[src/rtl/alu_pkg.sv]
// alu_pkg: shared ALU width, requester source indices and output stage state encodings
package alu_pkg;
  localparam int ALU_W = 4;
  localparam logic SRC_REQ0 = 1'b0;
  localparam logic SRC_REQ1 = 1'b1;
  typedef enum logic {ST_EMPTY = 1'b0, ST_FULL = 1'b1} state_e;
endpackage

[src/rtl/mux2x1_4bit.sv]
// mux2x1_4bit: ALU result mux; ports result1 (sel=0), result2 (sel=1), sel, result
module mux2x1_4bit
  import alu_pkg::*;
(
  input  logic [ALU_W-1:0] result1,
  input  logic [ALU_W-1:0] result2,
  input  logic             sel,
  output logic [ALU_W-1:0] result
);
  assign result = sel ? result2 : result1;
endmodule

[src/rtl/result_mux_arbiter.sv]
// result_mux_arbiter: two-requester arbiter driving mux2x1_4bit sel into a one-entry valid/ready output stage; ports clk, rst_n, rr_en, reqN_valid/data/ready, sel, out_valid/data/src, out_ready
module result_mux_arbiter
  import alu_pkg::*;
#(
  parameter int WIDTH = ALU_W
) (
  input  logic             clk,
  input  logic             rst_n,
  input  logic             rr_en,
  input  logic             req0_valid,
  input  logic [WIDTH-1:0] req0_data,
  output logic             req0_ready,
  input  logic             req1_valid,
  input  logic [WIDTH-1:0] req1_data,
  output logic             req1_ready,
  output logic             sel,
  output logic             out_valid,
  output logic [WIDTH-1:0] out_data,
  output logic             out_src,
  input  logic             out_ready
);
  state_e state_q, state_d;
  logic [WIDTH-1:0] data_q, data_d, mux_y;
  logic src_q, src_d, last_grant_q, last_grant_d;
  logic can_load, load;
  mux2x1_4bit u_mux (
    .result1(req0_data),
    .result2(req1_data),
    .sel    (sel),
    .result (mux_y)
  );
  always_comb begin
    can_load = (state_q == ST_EMPTY) | out_ready;
    sel = (req0_valid & req1_valid) ? (rr_en ? ~last_grant_q : SRC_REQ0) : (req1_valid ? SRC_REQ1 : SRC_REQ0);
    load = (req0_valid | req1_valid) & can_load & rst_n;
    req0_ready = load & (sel == SRC_REQ0);
    req1_ready = load & (sel == SRC_REQ1);
    state_d = load ? ST_FULL : (out_ready ? ST_EMPTY : state_q);
    data_d = load ? mux_y : data_q;
    src_d = load ? sel : src_q;
    last_grant_d = load ? sel : last_grant_q;
  end
  always_ff @(posedge clk) begin
    if (!rst_n) begin
      state_q <= ST_EMPTY;
      data_q <= '0;
      src_q <= SRC_REQ0;
      last_grant_q <= SRC_REQ1;
    end else begin
      state_q <= state_d;
      data_q <= data_d;
      src_q <= src_d;
      last_grant_q <= last_grant_d;
    end
  end
  assign out_valid = (state_q == ST_FULL);
  assign out_data = data_q;
  assign out_src = src_q;
endmodule

[config.mk]
export PLATFORM = sky130hd
export DESIGN_NAME = result_mux_arbiter
export DESIGN_NICKNAME = d
export VERILOG_FILES = /design/src/rtl/alu_pkg.sv /design/src/rtl/mux2x1_4bit.sv /design/src/rtl/result_mux_arbiter.sv
export SDC_FILE = /design/constraint.sdc
export NUM_CORES = 1
export LEC_CHECK = 0
export ABC_AREA = 1
export ABC_CLOCK_PERIOD_IN_PS = 1800
export CAP_MARGIN = 0
export CORE_AREA = 2 2 39 41
export DETAILED_ROUTE_END_ITERATION = 10
export DIE_AREA = 0 0 41 43
export DONT_BUFFER_PORTS = 1
export PLACE_DENSITY = 0.51
export SETUP_SLACK_MARGIN = 0.4
export SLEW_MARGIN = 20
export SYNTH_ARGS = -nofsm -noshare
export SYNTH_HDL_FRONTEND = slang
export SYNTH_SLANG_ARGS = --single-unit
[constraint.sdc]
create_clock -name clk -period 1.8 [get_ports clk]
set_clock_uncertainty 0.1 [all_clocks]
set_input_delay 0.54 -clock clk [delete_from_list [all_inputs] [get_ports clk]]
set_output_delay 0.54 -clock clk [all_outputs]
set_load 0.01 [all_outputs]
==> run summary, run 1 <==
outcome: finished, final reports clean
Final Non-Filler Cells: 78
fin util: 0.357
ratio of cells with drive above 1 in the final layout: 0.403
global-route total usage across every layer: 0.136
critical path capture point type: output port
worst stage delay on the critical path: 0.33 ns
Final GP Congestion: 0.731
hold path start: rst_n
share of the cycle needed by the critical path after routing: 0.894
post-synth cell types: 14
reg-to-reg setup timing slack: 0.65 ns
area growth from synthesis to final layout: 20.4%
die area: 1760 µm²
via count of the first global-routing pass: 400
final total negative setup slack: 0 ns
minimum period implied by the final worst setup slack: 1.61 ns
clock buffer count from CTS: 3
sequential element share of the synthesized area: 0.341
total congestion overflow after global routing: 0
Ports: 23
number of buffers added on ports: 0
LEAKAGE: 0.000239 µW
CP max stage cell: sky130_fd_sc_hd__dfxtp_2
Gate Count Post-Synth: 55
reported max-cap violation count: 0
number of stages on the worst hold path: 1
Worst Reg-to-Reg Cells: 8
die outline width: 41 µm
library cell used as clock root buffer: sky130_fd_sc_hd__clkbuf_4
final hold viol count: 0
total nets after synthesis: 69
Max Transition Viols Final: 0
Setup violations, final: 0
violation count after the first detailed-route iteration: 5
worst slew margin relative to its limit: 0.808
Worst R2R End: out_data[0]
first-pass GRT wire length: 1.56 mm
critical path type: reg2out
path type of the worst min-delay path: in2reg
Starting Density: 0.297
diodes inserted: 0
unrepaired setup endpoints after global routing: yes
worst supply voltage drop on vdd: 0.380 mV
maximum number of pins on one net before global-route repair: 9
critical register-to-register path startpoint: last_grant_q
vertical extent of the die: 43 µm
HPWL after DPL: 706 µm
cell class contributing the biggest share of worst-path delay: flip-flops
sinks on the clock net: 7
Syn. warnings: 0
clock insertion delay at the later pin of the skew report: 0.25 ns
total power density per cell area: 808 nW/µm²
nets: 77
Detail Route Antenna Nets: 0
cells along the critical path: nor2_4 > nand2_4 > nand2_4 > nand2_2 > inv_2
routed wirelength normalized by instance count: 11.6 µm
slew at the pin closest to its max-slew limit: 0.285 ns
number of placed cells counting well taps: 71
post-detailed-route DRC marker count: 0
total number of vias: 368
Buf+Inv Stages, Crit Path: 1
maximum buffer depth of the clock tree: 2
routed via count divided by cell count: 4.72
Synth Cell Area: 410 µm²
core box area: 1380 µm²
Reg clk slew, reported paths: 0.05 ns
hold worst-path end: last_grant_q
# H-tree levels: 1
CTS tree: yes
data required time of the worst path: 1.16 ns
post-cts hold buffer count: 0
maximum fanout along the worst path: 3
cell type with the highest occurrence count on the critical path: sky130_fd_sc_hd__nand2_4
synthesized area divided by synthesized cell count: 7.46 µm²
Critical Path AT: 0.97 ns
maximum clock frequency: 621 MHz
placed inst area: 432 µm²
final instance area: 494 µm²
number of antenna violations at the first check in global routing: 0
synthesized flop and latch total: 7
number of iterations in the first detailed-routing pass: 4
drt total wl: 902 µm
number of logic stages on the critical path including buffering: 5
Crit. Startpoint: last_grant_q
std cell rows: 14
Startpoint Class: flop
==> synth_stat cells <==
cell / number / share of area
sky130_fd_sc_hd__a21oi_1: 6 / 0.073
sky130_fd_sc_hd__a31oi_2: 1 / 0.030
sky130_fd_sc_hd__buf_6: 1 / 0.027
sky130_fd_sc_hd__dfxtp_1: 7 / 0.34
sky130_fd_sc_hd__inv_1: 4 / 0.037
sky130_fd_sc_hd__inv_2: 3 / 0.027
sky130_fd_sc_hd__nand2_1: 16 / 0.15
sky130_fd_sc_hd__nand2_2: 2 / 0.030
sky130_fd_sc_hd__nand2_4: 3 / 0.082
sky130_fd_sc_hd__nand3_1: 8 / 0.098
sky130_fd_sc_hd__nor2_2: 1 / 0.015
sky130_fd_sc_hd__nor2_4: 1 / 0.027
sky130_fd_sc_hd__o211ai_4: 1 / 0.052
sky130_fd_sc_hd__o21ai_0: 1 / 0.012
==> worst max-delay path by stage <==
stage,slack [ns],endpoint
global route,0.12,req1_ready
CTS,0.16,req1_ready
floorplan,0.05,req1_ready
finish,0.19,req1_ready
detailed placement,0.12,req1_ready
global placement,0.12,req1_ready
==> registers in the layout, indices dropped and copies added (netlist names) <==
signal / flops
out_src: 1
last_grant_q: 1
out_data: 4
out_valid: 1
==> placed cells by master, fill, tap and decap left out, drive strengths merged <==
| cell | count |
|---|---|
| inv | 7 |
| a31oi | 1 |
| a21oi | 6 |
| nand3 | 8 |
| nand2 | 21 |
| dfxtp | 7 |
| o211ai | 1 |
| clkinv | 1 |
| nor2 | 2 |
| o21ai | 1 |
| buf | 4 |
| clkbuf | 3 |
==> through the flow <==
step,total power (µW),hold WS [ns],setup slack [ns]
2_1_floorplan,241,0.390,0.0493
3_3_place_gp,246,0.404,0.121
5_1_grt,426,0.276,0.124
4_1_cts,409,0.276,0.158
3_5_place_dp,247,0.407,0.117
6_report,399,0.288,0.191
==> per-layer routing <==
| metal | up-vias | GRT usage | part of all wire |
|---|---|---|---|
| met2 | 15 | 0.213 | 0.53 |
| met5 | - | 0 | 0 |
| li1 | 191 | - | - |
| met4 | 0 | 0.0400 | 0.0067 |
| met1 | 160 | 0.141 | 0.37 |
| met3 | 2 | 0.0942 | 0.092 |
==> layout make-up <==
cell class,instances,area [µm²]
fillers,159,890
well taps,16,20.0
clock buffers,3,22.5
flip-flops and latches,7,145
multi-input cells,40,245
inverters,7,26.3
repair buffers,4,30.0
clock inverters,1,5.00
==> report_power, final <==
part,switching [µW],internal (µW)
Clock,67.6,81.7
Sequential,12.0,166
Combinational,41.7,30.5
Total,121,278
==> cells by family after synthesis <==
family,Yosys count,share of synthesized area
AND/OR/NAND/NOR,31,0.399
buffers and inverters,8,0.0914
AO/OA/AOI/OAI,9,0.168
flip-flops,7,0.341
==> what timing repair did <==
item | in CTS | in global routing
endpoints found under the setup margin | 3 | 3
pin swaps | 6 | 3
resized for setup | 6 | 0
buffers inserted | 3 | 0
Power figures use the tool's default switching activity.
==> run 2, diff against run 1 <==
--- a/config.mk
+++ b/config.mk
@@ -12,9 +12,10 @@
 export DETAILED_ROUTE_END_ITERATION = 10
 export DIE_AREA = 0 0 41 43
 export DONT_BUFFER_PORTS = 1
-export PLACE_DENSITY = 0.51
+export PLACE_DENSITY = 0.48
 export SETUP_SLACK_MARGIN = 0.4
 export SLEW_MARGIN = 20
 export SYNTH_ARGS = -nofsm -noshare
 export SYNTH_HDL_FRONTEND = slang
+export SYNTH_HIERARCHICAL = 1
 export SYNTH_SLANG_ARGS = --single-unit
==> run 2 against run 1 <==
  * Combinational power rose by 24%
  * Area after synthesis fell by 11%
  * Final cell count did not move
  * Routed wire length fell by 14%
  * Core utilization rose by 3.3 points
  * Largest cell class unchanged
==> run summary, run 2 <==
critical path capture point type: output port
total congestion overflow after global routing: 0
CTS tree: yes
worst slew margin relative to its limit: 0.898
HPWL after DPL: 634 µm
number of iterations in the first detailed-routing pass: 2
Critical Path AT: 0.97 ns
LEAKAGE: 0.000265 µW
drt total wl: 776 µm
most frequent cells in the layout: sky130_fd_sc_hd__nand2_1 (21), sky130_fd_sc_hd__nand3_1 (5), sky130_fd_sc_hd__dfxtp_1 (5), sky130_fd_sc_hd__inv_2 (4), sky130_fd_sc_hd__nand2_8 (4)
violation count after the first detailed-route iteration: 2
worst supply voltage drop on vdd: 0.420 mV
number of antenna violations at the first check in global routing: 0
share of the cycle needed by the critical path after routing: 0.892
most frequent cell after synthesis: sky130_fd_sc_hd__nand2_1
via count of the first global-routing pass: 355
maximum fanout along the worst path: 3
path type of the worst min-delay path: in2reg
routed wirelength normalized by instance count: 9.95 µm
maximum number of pins on one net before global-route repair: 8
vertical extent of the die: 43 µm
synthesized area divided by synthesized cell count: 6.55 µm²
Power Total: 414 µW
Gate Count Post-Synth: 56
fraction of registers with async set or reset after synthesis: 0
ratio of cells with drive above 1 in the final layout: 0.387
most used flip-flop cell after synthesis: sky130_fd_sc_hd__dfxtp_1
diodes inserted: 0
Syn. warnings: 6
total number of vias: 354
worst stage delay on the critical path: 0.37 ns
Reg clk slew, reported paths: 0.05 ns
core box area: 1380 µm²
die outline width: 41 µm
maximum buffer depth of the clock tree: 2
Startpoint Class: flop
slew at the pin closest to its max-slew limit: 0.153 ns
nets: 77
most common cell after layout, fill and taps aside: sky130_fd_sc_hd__nand2_1
area growth from synthesis to final layout: 47.4%
post-synth cell types: 11
critical path type: reg2out
final hold viol count: 0
synthesized flop and latch total: 7
post-detailed-route DRC marker count: 0
Post-synth EDFFs: 0
library cell used as clock root buffer: sky130_fd_sc_hd__clkbuf_4
Ports: 23
outcome: finished, final reports clean
# H-tree levels: 1
global-route total usage across every layer: 0.106
cells taking the most area after synthesis: sky130_fd_sc_hd__dfxtp_1 (38%), sky130_fd_sc_hd__nand2_1 (25%), sky130_fd_sc_hd__inv_1 (8.2%)
Final GP Congestion: 0.693
Setup violations, final: 0
largest area contributor in the synthesized netlist: sky130_fd_sc_hd__dfxtp_1
maximum clock frequency: 623 MHz
sinks on the clock net: 7
die area: 1760 µm²
Max Transition Viols Final: 0
cells along the critical path: nand2_8 > nand2_8 > nor2_8 > nand2_2 > inv_2
data required time of the worst path: 1.16 ns
reported max-cap violation count: 0
post-cts hold buffer count: 0
std cell rows: 14
most frequent cells after synthesis: sky130_fd_sc_hd__nand2_1 (24), sky130_fd_sc_hd__inv_1 (8), sky130_fd_sc_hd__dfxtp_1 (7), sky130_fd_sc_hd__nand3_1 (5)
reg-to-reg setup timing slack: 0.69 ns
flip-flop count of the largest register, all copies and words added: 4
Buf+Inv Stages, Crit Path: 1
share of the synthesized area in the top cell type: 0.382
number of buffers added on ports: 0
final total negative setup slack: 0 ns
first-pass GRT wire length: 1.26 mm
routed via count divided by cell count: 4.54
Starting Density: 0.265
total power density per cell area: 766 nW/µm²
total nets after synthesis: 70
Synth Cell Area: 367 µm²
cell class contributing the biggest share of worst-path delay: flip-flops
cell type with the highest occurrence count on the critical path: sky130_fd_sc_hd__nand2_8
unrepaired setup endpoints after global routing: yes
clock buffer count from CTS: 3
clock insertion delay at the later pin of the skew report: 0.25 ns
sequential element share of the synthesized area: 0.382
CP max stage cell: sky130_fd_sc_hd__dfxtp_4
minimum period implied by the final worst setup slack: 1.61 ns
Detail Route Antenna Nets: 0
-- run 2: logic make-up (layout without fill, tap and decap cells) --
logic type             Yosys count  after routing  synth area share
buffers and inverters           10             16             0.102
AO/OA/AOI/OAI                    4              4            0.0546
AND/OR/NAND/NOR                 35             35             0.461
flip-flops                       7              7             0.382
-- run 2: worst paths after layout --
check	from	end	depth (start not counted)
hold / removal	rst_n	out_data[2]	2
hold reg to reg	last_grant_q	last_grant_q	2
setup reg to reg	last_grant_q	out_data[2]	10
setup / recovery	out_valid	req0_ready	5
-- run 2: metal layers --
| layer | up-vias | wire length [µm] | GRT usage |
|---|---|---|---|
| met5 | - | 0 | 0 |
| met4 | 0 | 0 | 0 |
| met3 | 0 | 97 | 0.0942 |
| met2 | 16 | 391 | 0.178 |
| met1 | 157 | 288 | 0.0984 |
| li1 | 181 | - | - |
-- run 2: what timing repair did --
item / in CTS / in global routing
pin swaps: 5 / 1
gates resized for setup: 9 / 0
buffers inserted: 2 / 0
setup endpoints to repair: 3 / 3
-- run 2: per-stage QoR --
stage	area (µm²)	cells	setup WS (ns)	util	hold slack [ns]
floorplan	450	56	0.224	-	0.343
global placement	470	72	0.193	0.340	0.374
detailed placement	470	72	0.186	0.340	0.366
CTS	541	78	0.180	0.391	0.344
global route	541	78	0.145	0.391	0.339
finish	541	78	0.194	0.391	0.346
-- run 2: area by class of cell --
cell class                 count  area [µm²]
sequential                     7         145
multi-input combinational     39         264
clock buffer                   4        26.3
timing repair buffer           2        15.0
tap                           16        20.0
inverter                      10        70.1
fill                         157         843
-- run 2: power breakdown --
| part | switching (µW) | internal, µW |
|---|---|---|
| Sequential | 16.3 | 170 |
| Combinational | 52.4 | 37.1 |
| Clock | 53.9 | 84.3 |
| Total | 123 | 291 |
